$ cat config.mk
export PLATFORM = sky130hd
export DESIGN_NAME = breath_sequencer
export DESIGN_NICKNAME = d
export VERILOG_FILES = /design/src/rtl/breath_pkg.sv /design/src/rtl/tick_div.sv /design/src/rtl/breath_sequencer.sv
export SDC_FILE = /design/constraint.sdc
export NUM_CORES = 1
export LEC_CHECK = 0
export ABC_AREA = 0
export CORE_MARGIN = 2
export CORE_UTILIZATION = 45
export DETAILED_ROUTE_END_ITERATION = 6
export PLACE_DENSITY = 0.71
export SYNTH_ARGS = -nofsm -noshare
export SYNTH_HDL_FRONTEND = slang
export SYNTH_SLANG_ARGS = --single-unit
$ cat constraint.sdc
create_clock -name clk -period 2.1 [get_ports clk]
set_input_delay 0.525 -clock clk [delete_from_list [all_inputs] [get_ports clk]]
set_output_delay 0.525 -clock clk [all_outputs]
set_load 0.01 [all_outputs]
$ cat src/rtl/breath_pkg.sv
// Shared types and defaults for the breathing brightness-index sequencer.
package breath_pkg;

  localparam int unsigned IdxWDefault = 8;
  localparam int unsigned DivWDefault = 18;

  // Enumerator values double as the phase_o encoding seen downstream.
  typedef enum logic [2:0] {
    StIdle   = 3'd0,
    StRise   = 3'd1,
    StHoldHi = 3'd2,
    StFall   = 3'd3,
    StHoldLo = 3'd4
  } breath_state_t;

endpackage

$ cat src/rtl/tick_div.sv
// Step prescaler: counts 0..div and ticks on the restart cycle; freezable and clearable.
module tick_div
  import breath_pkg::*;
#(
  parameter int unsigned DIV_W = DivWDefault
) (
  input  logic             clk,
  input  logic             rst,
  input  logic             freeze,
  input  logic             clear,
  input  logic [DIV_W-1:0] div,
  output logic             tick
);

  logic [DIV_W-1:0] cnt_q;
  logic [DIV_W-1:0] div_q;
  logic             hit;

  // The divisor is latched at restart so a mid-interval change cannot skip the compare.
  assign hit  = (cnt_q == div_q);
  assign tick = hit && !freeze && !clear;

  always_ff @(posedge clk) begin
    if (rst) begin
      cnt_q <= '0;
      div_q <= '0;
    end else if (clear) begin
      cnt_q <= '0;
      div_q <= div;
    end else if (!freeze) begin
      if (hit) begin
        cnt_q <= '0;
        div_q <= div;
      end else begin
        cnt_q <= cnt_q + 1'b1;
      end
    end
  end

endmodule

$ cat src/rtl/breath_sequencer.sv
// Triangular breathing LUT-index generator (rise, hold high, fall, hold low) with a
// valid/ready output so the PWM stage can take each new index at its own period boundary.
module breath_sequencer
  import breath_pkg::*;
#(
  parameter int unsigned IDX_W = IdxWDefault,
  parameter int unsigned DIV_W = DivWDefault
) (
  input  logic             clk,
  input  logic             rst,
  input  logic             en,
  input  logic [DIV_W-1:0] step_div,
  input  logic [7:0]       hold_hi,
  input  logic [7:0]       hold_lo,
  output logic [IDX_W-1:0] level_o,
  output logic             level_valid,
  input  logic             level_ready,
  output logic [2:0]       phase_o,
  output logic             cycle_done
);

  localparam logic [IDX_W-1:0] LvlPenult = {{(IDX_W-1){1'b1}}, 1'b0};
  localparam logic [IDX_W-1:0] LvlOne    = {{(IDX_W-1){1'b0}}, 1'b1};

  breath_state_t    state_q;
  logic [IDX_W-1:0] level_q;
  logic             valid_q;
  logic             done_q;
  logic [7:0]       hold_q;
  logic             stall;
  logic             accept;
  logic             clear;
  logic             tick;

  assign stall  = valid_q && !level_ready;
  assign accept = valid_q && level_ready;
  assign clear  = (state_q == StIdle) || !en;

  tick_div #(
    .DIV_W(DIV_W)
  ) u_tick_div (
    .clk   (clk),
    .rst   (rst),
    .freeze(stall),
    .clear (clear),
    .div   (step_div),
    .tick  (tick)
  );

  always_ff @(posedge clk) begin
    if (rst) begin
      state_q <= StIdle;
      level_q <= '0;
      valid_q <= 1'b0;
      done_q  <= 1'b0;
      hold_q  <= '0;
    end else begin
      done_q <= 1'b0;
      if (accept) valid_q <= 1'b0;
      if (state_q != StIdle && !en) begin
        // Dropping enable always hands a final zero downstream unless already at rest.
        state_q <= StIdle;
        level_q <= '0;
        hold_q  <= '0;
        if (level_q != '0) valid_q <= 1'b1;
      end else begin
        unique case (state_q)
          StIdle: begin
            if (en) state_q <= StRise;
          end
          StRise: begin
            if (tick) begin
              level_q <= level_q + 1'b1;
              valid_q <= 1'b1;
              if (level_q == LvlPenult) begin
                if (hold_hi != 8'd0) begin
                  state_q <= StHoldHi;
                  hold_q  <= hold_hi;
                end else begin
                  state_q <= StFall;
                end
              end
            end
          end
          StHoldHi: begin
            if (tick) begin
              hold_q <= hold_q - 8'd1;
              if (hold_q == 8'd1) state_q <= StFall;
            end
          end
          StFall: begin
            if (tick) begin
              level_q <= level_q - 1'b1;
              valid_q <= 1'b1;
              if (level_q == LvlOne) begin
                done_q <= 1'b1;
                if (hold_lo != 8'd0) begin
                  state_q <= StHoldLo;
                  hold_q  <= hold_lo;
                end else begin
                  state_q <= StRise;
                end
              end
            end
          end
          StHoldLo: begin
            if (tick) begin
              hold_q <= hold_q - 8'd1;
              if (hold_q == 8'd1) state_q <= StRise;
            end
          end
          default: state_q <= StIdle;
        endcase
      end
    end
  end

  assign level_o     = level_q;
  assign level_valid = valid_q;
  assign phase_o     = state_q;
  assign cycle_done  = done_q;

endmodule

==> key figures <==
Timing
  – Fmax: 436 MHz
  – Worst Skew: 14.1 ps
  – Setup violators final: 18
  – Crit path time final: about 2300 ps
  – Worst slew margin: 62.9%
  – Max Slew Vio Count: 0
  – Setup tns final: -2620 ps
  – Final hold vios: 0
  – Part of the cycle the worst path needs: 109%
  – Unrepaired setup endpoints after global routing: true
  – Slew @ Worst Pin: 551 ps
  – Final setup margin: -196 ps

Logic synthesis
  – Most frequently used flop master after synthesis: dfxtp_1
  – Seq cells post-synth: 57
  – Synth Instances: 397
  – Sequential-to-total area share from yosys stat: 34.6%
  – Synthesized net count: 443
  – Number of distinct library cells after synthesis: between 50 and 60
  – Share of flip-flops with an asynchronous set or reset: 0%
  – Synth warn: 0
  – Avg Cell Area, Syn: 8.31 µm²
  – Post-synth EDFFs: 0
  – Mapped cell area: 3300 µm²

Floorplanning
  – Initial Util: 46.0%
  – Die area: 8030 µm²
  – IO Count: 51
  – Die X: 89.6 µm
  – Core area: between 7000 and 8000 µm²
  – Cell row count: 31
  – Die height: 89.6 µm

Placed design
  – GP Congestion: 0.891
  – Dpl ws: -502 ps
  – I/O Buffers: 50
  – Cells after DPL: just under 600
  – Post-DP HPWL: 6350 µm
  – Placement Cell Area: 4340 µm²

Critical path
  – Critical Path End Type: flop
  – Critical Path RT: 2320 ps
  – Flop-to-flop setup slack: -200 ps
  – Setup crit start: u_tick_div.cnt_q[17]
  – Crit-path max FO: 6
  – R2R depth: 8
  – Worst reg2reg endpoint: level_o[7]
  – WS Path Type: reg2reg
  – Master of the slowest instance on the critical path: or4_4
  – Crit path largest cell delay: 570 ps
  – R2R Path Start: u_tick_div.cnt_q[17]
  – Crit path DAT: around 2500 ps
  – Critical Path Source Type: flop
  – CP cell instances: xor2_1 > nor4_2 > nand3_2 > buf_6 > or4_4 > buf_6 > o21ai_1 > a21oi_1
  – Most used cell, CP: buf_6
  – CP endpoint: level_o[7]

Power
  – Max IR drop VDD: roughly 0.5 mV
  – Leakage: 0.00190 µW
  – Pwr Density: 661 nW/µm²

Detailed routing
  – Iter 0 DRT Violations: approximately 190
  – DR pass1 iterations: 4
  – Antenna Violating Nets Remaining: 0
  – Vias: 3267
  – Wirelength per Cell: 14.3 µm
  – DRC viols: 0
  – Vias/cell: 5.38
  – Final WL: 8700 µm

GRT
  – Initial antenna violation count: 0
  – Global-route wire length before repair: 13900 µm
  – GRT Total Usage: 22.1%
  – Pin count of the biggest net entering global routing: 21
  – Remaining Overflow, GRT: 0
  – Vias in the first global route: 3147

Finish
  – Fin nets: 549
  – Synth-to-layout area growth: 43.0%
  – Finished Layout Cells: 607
  – # diodes: 0
  – Util after Layout: 65.8%
  – Post-route cell area: 4720 µm²
  – Filler instances: roughly 580
  – Ratio of cells with drive above 1 in the final layout: 23.6%

Clock network
  – Clock Sinks: 57
  – Cts bufs inserted: 9
  – CTS tree: built
  – CTS root buf: clkbuf_8
  – Clk_lat worst skew: 340 ps
  – H-tree levels: 3
  – Hold_buf cts: 0
  – CTS clk-pin slew, worst paths: 80 ps
  – Longest Clk Path Bufs: 2

Job
  – Max-cap violation count: 0

Min path
  – HP Class: reg2reg

Status
  – Status: finished with violations
  – Failing checks: setup timing
==> cell type report <==
| class | count | area (µm²) | share of cell area, % |
|---|---|---|---|
| clock buffer | 9 | 124 | 2.62 |
| clock inverter | 7 | 103 | 2.17 |
| inverter | 6 | 22.5 | 0.477 |
| multi-input combinational | 312 | 2150 | 45.5 |
| sequential | 57 | 1150 | 24.4 |
| tap | 99 | 124 | 2.62 |
| timing repair buffer | 117 | 1050 | 22.2 |
==> through the flow <==
| step | total power (µW) | hold WS [ps] |
|---|---|---|
| 2_1_floorplan | 1620 | 451 |
| 5_1_grt | 3250 | 530 |
| 6_report | 3120 | 491 |
| 4_1_cts | 3090 | 491 |
| 3_3_place_gp | 1910 | 467 |
| 3_5_place_dp | 1930 | 482 |
==> layout by cell type (no fill, tap or decap), types with 3 or more instances in the layout <==
master	count
a211oi_1	4
a21oi_1	10
a31oi_1	6
a32oi_1	4
and2_1	3
buf_12	3
buf_4	62
clkbuf_8	9
clkdlybuf4s50_1	50
dfxtp_1	48
dfxtp_2	9
ha_1	8
inv_1	6
mux2i_1	31
nand2_1	32
nand2b_1	6
nand3_1	14
nand4_1	8
nor2_1	54
nor3_1	10
nor4_1	5
o21ai_0	12
o21ai_1	5
o31ai_1	4
or2_2	3
or3_1	6
or3_4	3
or4_4	4
xnor2_1	12
xor2_1	27
==> state kept, by name (all words and copies together), names as in the netlist <==
register / cells
cycle_done: 1
hold_q: 8
u_tick_div.div_q: 18
level_o: 8
level_valid: 1
u_tick_div.cnt_q: 18
phase_o: 3
==> how the worst min path moves through the flow <==
stage | start | to | slack, ps | cells after the start
finish | hold_q[6] | hold_q[6] | 490 | 2
global route | hold_q[1] | hold_q[1] | 530 | 2
CTS | hold_q[6] | hold_q[6] | 490 | 2
detailed placement | hold_q[6] | hold_q[6] | 480 | 2
global placement | hold_q[7] | hold_q[7] | 470 | 2
floorplan | hold_q[6] | hold_q[6] | 450 | 2
==> Yosys cell counts, drive strengths merged (3+ instances only) <==
cell | count | area (µm²)
mux2i | 32 | 320
nor2 | 55 | 206
dfxtp | 57 | 1140
nand3 | 16 | 80.1
a211oi | 4 | 30.0
or2 | 3 | 18.8
clkbuf | 16 | 60.1
nand4 | 8 | 50.1
nand2 | 32 | 120
and2 | 3 | 18.8
ha | 8 | 100
or3 | 9 | 61.3
nor4 | 7 | 50.1
and3 | 3 | 20.0
buf | 7 | 40.0
inv | 6 | 22.5
a21oi | 12 | 60.1
o21ai | 18 | 90.1
a31oi | 6 | 37.5
o31ai | 5 | 37.5
nand2b | 6 | 37.5
xnor2 | 13 | 114
nor3 | 11 | 60.1
xor2 | 28 | 245
or4 | 4 | 37.5
a32oi | 4 | 35.0
==> routing by layer <==
layer / GRT usage (%) / vias to the layer above / wire (µm)
li1: - / 1626 / -
met1: 27.4 / 1548 / 3850
met2: 37.4 / 79 / 4280
met3: 5.76 / 14 / 390
met4: 6.92 / 0 / 169
met5: 0 / - / 0
==> kinds of logic after synthesis <==
family                     synth area share, %
DFF                                       34.6
and+or+nand+nor                           25.8
muxes                                     10.0
xor gates and xnor gates                  10.9
buffers and inverters                     3.72
adders and majority gates                 3.03
AOI/OAI and AO/OA                         11.9
==> power by group <==
group          internal (µW)  total, µW  switching [µW]
sequential              1130       1180            46.7
clock                    679       1160             478
combinational            385        783             398
==> worst max-delay path, delay by kind of cell (launching register included) <==
kind / cells / cell delay (ps)
AOI/OAI and AO/OA: 2 / 220
xor gates and xnor gates: 1 / 160
buffers and inverters: 2 / 330
DFF: 1 / 330
and+or+nand+nor: 3 / 1130
==> timing repair <==
| item | 4_1_cts | 5_1_grt |
|---|---|---|
| cloned | 0 | 1 |
| setup endpoints to repair | 18 | 19 |
| pin swaps | 3 | 13 |
| resized for setup | 5 | 27 |
| setup buffers | 0 | 4 |
| endpoints found under the hold margin | 0 | 0 |
Note: power is estimated with default switching activity, not from simulation.
